File: src/rtl/nibble_serial_adder_ctrl_pkg.sv
// Shared encodings and constants for the nibble-serial adder controller.
// State value 2'b11 is never produced; the controller treats it as IDLE.
package adder_ctrl_pkg;

    localparam int NIBBLE_W = 4;

    typedef enum logic [1:0] {
        ST_IDLE = 2'b00,
        ST_RUN  = 2'b01,
        ST_DONE = 2'b10
    } state_t;

endpackage

File: src/rtl/nibble_serial_adder_ctrl_slice.sv
// Combinational 4-bit add slice with carry-in/out.
// The controller time-multiplexes it across all nibbles of an operand.
module nibble_add_slice
    import adder_ctrl_pkg::*;
(
    input  logic [NIBBLE_W-1:0] x,
    input  logic [NIBBLE_W-1:0] y,
    input  logic                cin,
    output logic [NIBBLE_W-1:0] s,
    output logic                cout
);

    logic [NIBBLE_W:0] w_sum5;

    assign w_sum5 = {1'b0, x} + {1'b0, y} + {{NIBBLE_W{1'b0}}, cin};
    assign s      = w_sum5[NIBBLE_W-1:0];
    assign cout   = w_sum5[NIBBLE_W];

endmodule

File: src/rtl/nibble_serial_adder_ctrl.sv
// Multi-cycle WIDTH-bit adder: one 4-bit slice, LS nibble first, carry held in a register.
// Operands enter on a valid/ready accept; the result is held in DONE until consumed.
module nibble_serial_adder_ctrl
    import adder_ctrl_pkg::*;
#(
    parameter int WIDTH = 16  // must be a multiple of 4 and at least 4
) (
    input  logic             clk,
    input  logic             rst_n,
    input  logic             in_valid,
    output logic             in_ready,
    input  logic [WIDTH-1:0] a,
    input  logic [WIDTH-1:0] b,
    input  logic             ci,
    output logic             out_valid,
    input  logic             out_ready,
    output logic [WIDTH-1:0] sum,
    output logic             co,
    output logic             busy
);

    localparam int NIB   = WIDTH / NIBBLE_W;
    localparam int CNT_W = (NIB > 1) ? $clog2(NIB) : 1;
    localparam logic [CNT_W-1:0] CNT_LAST = CNT_W'(NIB - 1);

    state_t              r_state;
    state_t              w_state_next;
    logic [WIDTH-1:0]    r_a_sh;
    logic [WIDTH-1:0]    r_b_sh;
    logic [WIDTH-1:0]    r_sum_sh;
    logic                r_carry;
    logic [CNT_W-1:0]    r_cnt;

    logic                w_accept;
    logic                w_step;
    logic                w_in_ready;
    logic                w_out_valid;
    logic                w_busy;
    logic [NIBBLE_W-1:0] w_nib_sum;
    logic                w_nib_carry;
    logic [WIDTH-1:0]    w_sum_shift;

    nibble_add_slice u_slice (
        .x    (r_a_sh[NIBBLE_W-1:0]),
        .y    (r_b_sh[NIBBLE_W-1:0]),
        .cin  (r_carry),
        .s    (w_nib_sum),
        .cout (w_nib_carry)
    );

    // New nibble enters at the top so after NIB steps nibble 0 sits at the bottom.
    always_comb begin
        w_sum_shift = r_sum_sh >> NIBBLE_W;
        w_sum_shift[WIDTH-1 -: NIBBLE_W] = w_nib_sum;
    end

    always_comb begin
        w_state_next = r_state;
        w_accept     = 1'b0;
        w_step       = 1'b0;
        w_in_ready   = 1'b0;
        w_out_valid  = 1'b0;
        w_busy       = 1'b0;
        case (r_state)
            ST_RUN: begin
                w_busy = 1'b1;
                w_step = 1'b1;
                if (r_cnt == CNT_LAST) begin
                    w_state_next = ST_DONE;
                end
            end
            ST_DONE: begin
                w_busy      = 1'b1;
                w_out_valid = 1'b1;
                if (out_ready) begin
                    w_state_next = ST_IDLE;
                end
            end
            default: begin
                // in_ready is gated by rst_n so nothing is accepted while reset is held.
                w_in_ready = rst_n;
                if (in_valid && rst_n) begin
                    w_accept     = 1'b1;
                    w_state_next = ST_RUN;
                end
            end
        endcase
    end

    always_ff @(posedge clk) begin
        if (!rst_n) begin
            r_state  <= ST_IDLE;
            r_a_sh   <= '0;
            r_b_sh   <= '0;
            r_sum_sh <= '0;
            r_carry  <= 1'b0;
            r_cnt    <= '0;
        end else begin
            r_state <= w_state_next;
            if (w_accept) begin
                r_a_sh  <= a;
                r_b_sh  <= b;
                r_carry <= ci;
                r_cnt   <= '0;
            end else if (w_step) begin
                r_a_sh   <= r_a_sh >> NIBBLE_W;
                r_b_sh   <= r_b_sh >> NIBBLE_W;
                r_sum_sh <= w_sum_shift;
                r_carry  <= w_nib_carry;
                if (r_cnt != CNT_LAST) begin
                    r_cnt <= r_cnt + 1'b1;
                end
            end
        end
    end

    assign in_ready  = w_in_ready;
    assign out_valid = w_out_valid;
    assign busy      = w_busy;
    assign sum       = r_sum_sh;
    assign co        = r_carry;

endmodule

File: config.mk
export PLATFORM = sky130hd
export DESIGN_NAME = nibble_serial_adder_ctrl
export DESIGN_NICKNAME = d
export VERILOG_FILES = /design/src/rtl/nibble_serial_adder_ctrl_pkg.sv /design/src/rtl/nibble_serial_adder_ctrl_slice.sv /design/src/rtl/nibble_serial_adder_ctrl.sv
export SDC_FILE = /design/constraint.sdc
export NUM_CORES = 1
export LEC_CHECK = 0
export CORE_ASPECT_RATIO = 1.25
export CORE_MARGIN = 2
export CORE_UTILIZATION = 37
export CTS_BUF_LIST = sky130_fd_sc_hd__clkbuf_16
export DETAILED_ROUTE_END_ITERATION = 8
export GPL_ROUTABILITY_DRIVEN = 0
export SLEW_MARGIN = 20
export SYNTH_ARGS = -nofsm -noshare
export SYNTH_HDL_FRONTEND = slang
export SYNTH_HIERARCHICAL = 1
export SYNTH_SLANG_ARGS = --single-unit
File: constraint.sdc
create_clock -name clk -period 2.7 [get_ports clk]
set_input_delay 0.27 -clock clk [delete_from_list [all_inputs] [get_ports clk]]
set_output_delay 0.27 -clock clk [all_outputs]
set_load 0.01 [all_outputs]
==> impl_results.md <==
- Status: completed
- PwrDens: 717 nW/um2
- Antenna violations before repair: 0
- Worst-Margin Slew: 0.614 ns
- Finished Layout Cells: 379
- Row cnt: 33
- Clock Tree Buf Depth: 2
- Post-CTS Hold Fix Bufs: 0
- DP Wirelength: 3330 um
- Fmax achieved: 0.500 GHz
- Overflow after GRT: 0
- WP data required: 2.43 ns
- Register area share after synthesis: 0.424
- Ys Warns: 6
- I/O pin cnt: 57
- Area Growth Syn to Fin: 29.0%
- CTS tree: yes
- Final cycle utilization of the critical path: 0.741
- Critical-path cell list: inv_1 -> ha_1 -> nand2_1 -> inv_1 -> clkdlybuf4s50_1
- Synthesized cell area: 2500 um2
- Residual DRC: 0
- Layout cells sized above 1: 0.0445
- Root Driver: clkbuf_16
- Dpl ws: 0.821 ns
- Per-cell routed wire length: 12.5 um
- Slowest-stage cell, CP: clkdlybuf4s50_1
- Largest stage delay, worst path: 0.53 ns
- Vias in the first global route: 1,704
- # resized after CTS: 0
- Crit path time final: 2.00 ns
- Via/cell ratio: 4.72
- RSZ-0062 raised after global routing: false
- Leakage power: 0.00148 uW
- Maxcap violations: 0
- Most used cell, CP: inv_1
- Drt first-iter violations: 45
- Die W: 77.5 um
- CP startpoint kind: flip-flop
- Syn_area_per_cell: 10.2 um2
- GRT Util Overall: 0.135
- CP delay by family, top: buffers and inverters
- Final hold viol count: 0
- Via count: 1,788
- Clock Skew: 0.00682 ns
- CP max FO: 4
- Final Power: 2310 uW
- Combined buffer and inverter count along the critical path: 3
- Final Setup Violations: 0
- Clock Pin Slew Worst Setup and Hold Paths: 0.06 ns
- HP Class: input port to flip-flop
- Setup CP Type: flip-flop to output pin
- Crit end category: output pin
- Setup TNS: 0 ns
- Net Count, Synth: 289
- Clk_lat worst skew: 0.29 ns
- VDD IR max: 0.000299 V
- Critical Path AT: 1.73 ns
- Post-route setup slack: 0.698 ns
- Mapped Cells: 244
- Cell count after placement: 371
- Initial core utilization: 0.381
- Final wirelength: 4730 um
- Core Region: 6570 um2
- First-pass GRT wire length: 8000 um
- H-tree Lvls: 2
- Port buffer count: 56
- Yosys reg bits: 53
- Ant. Diodes: 0
- Slew HR: 0.591
- Total CTS buffers: 5
- Layout Nets: 336
- Post-CTS setup buffers: 0
- Clock sinks: 53
- Post-synth cell types: 24
- Die Span Y: 95.9 um
- Area of the die: 7430 um2
- First drt pass iteration count: 4
- Pin count of the biggest net entering global routing: 60
- Antenna Nets Post-Route: 0
- Slew Viols, Final: 0
worst register-to-register path: stages, from the launching register on:
cell and delay, ns:
dfxtp_1 0.33, fa_1 0.44, inv_1 0.09, fa_1 0.21, nor2b_1 0.05, o21ai_0 0.15, nand2b_1 0.07, mux2i_1 0.12
nand2_1 0.07, o211a_1 0.15
through the flow:
stage	hold slack, ns	instance area (um2)	utilization
finish	0.432	3230	0.491
global route	0.471	3230	0.491
CTS	0.437	3230	0.491
detailed placement	0.472	3090	0.470
global placement	0.475	3090	0.470
floorplan	0.405	2500	-
cells by family (layout without fill, tap and decap cells):
family,count (synthesis),after routing,synth area share
simple gates,71,71,0.148
flops,53,53,0.424
mux,44,44,0.176
compound gates,38,38,0.138
buf+inv,27,75,0.0576
fa+ha+maj,8,8,0.0460
xor+xnor,3,3,0.0105
cell usage in the layout (no fill, tap or decap):
cell type	count
or3_1	1
nand3_4	1
xnor2_1	3
a21boi_1	8
nor2_1	3
and3_1	1
nand2b_1	2
a21oi_2	1
nand2_1	36
dfxtp_1	53
buf_12	1
clkdlybuf4s50_1	55
a21o_1	1
nor2b_1	18
o21ai_0	2
ha_1	5
o211a_1	25
buf_2	1
mux2i_1	44
fa_1	2
clkinv_1	2
a22oi_1	1
ha_2	1
buf_4	2
clkinv_2	1
nand3b_1	9
clkbuf_16	5
inv_1	8
path summary, 6_finish.rpt:
check	cells past startpoint	endpoint	slack, ns	from
setup / recovery	5	in_ready	0.70	r_state[0]$_SDFFE_PN0P_
hold / removal	2	co$_SDFFE_PN0P_	0.43	rst_n
setup reg to reg	9	co$_SDFFE_PN0P_	0.90	r_b_sh[0]$_SDFFE_PN0P_
hold reg to reg	2	r_a_sh[14]$_SDFFE_PN0P_	0.48	r_a_sh[14]$_SDFFE_PN0P_
flip-flops by register name, summed over array words and instances, names as in the netlist:
| register | count |
|---|---|
| co | 1 |
| sum | 16 |
| r_state | 2 |
| r_cnt | 2 |
| r_b_sh | 16 |
| r_a_sh | 16 |
power breakdown:
group | switching (uW) | total (uW) | internal [uW]
sequential | 65.0 | 949 | 884
clock | 270 | 606 | 336
combinational | 351 | 759 | 408
cells in the mapped netlist:
cell type	instances	area share
inv_1	8	0.012
a21boi_1	8	0.024
a21oi_2	1	0.0035
nand3b_1	9	0.027
nor2b_1	18	0.045
or3_1	1	0.0025
xnor2_1	3	0.011
o211a_1	25	0.10
mux2i_1	44	0.18
and3_1	1	0.0025
o21ai_0	2	0.0040
clkbuf_1	5	0.0075
buf_6	2	0.0090
nand3_4	1	0.0070
buf_4	5	0.015
buf_2	7	0.014
nor2_1	3	0.0045
nand2_1	36	0.054
a21o_1	1	0.0030
nand2b_1	2	0.0050
dfxtp_1	53	0.42
a22oi_1	1	0.0030
fa_1	2	0.016
ha_1	6	0.030
per-layer routing:
| metal | global-route usage | share of wire | wire length (um) |
|---|---|---|---|
| met5 | 0 | 0 | 0 |
| met4 | 0.0446 | 0.0051 | 24 |
| met3 | 0.0338 | 0.037 | 173 |
| met2 | 0.233 | 0.48 | 2260 |
| met1 | 0.166 | 0.48 | 2260 |
layout make-up:
type | count | area, um2
fill | 644 | 3340
multi-input combinational | 164 | 1300
sequential | 53 | 1060
timing repair buffer | 59 | 591
clock buffer | 5 | 125
tap | 87 | 109
inverter | 8 | 30.0
clock inverter | 3 | 12.5
Note: power is estimated with default switching activity, not from simulation.
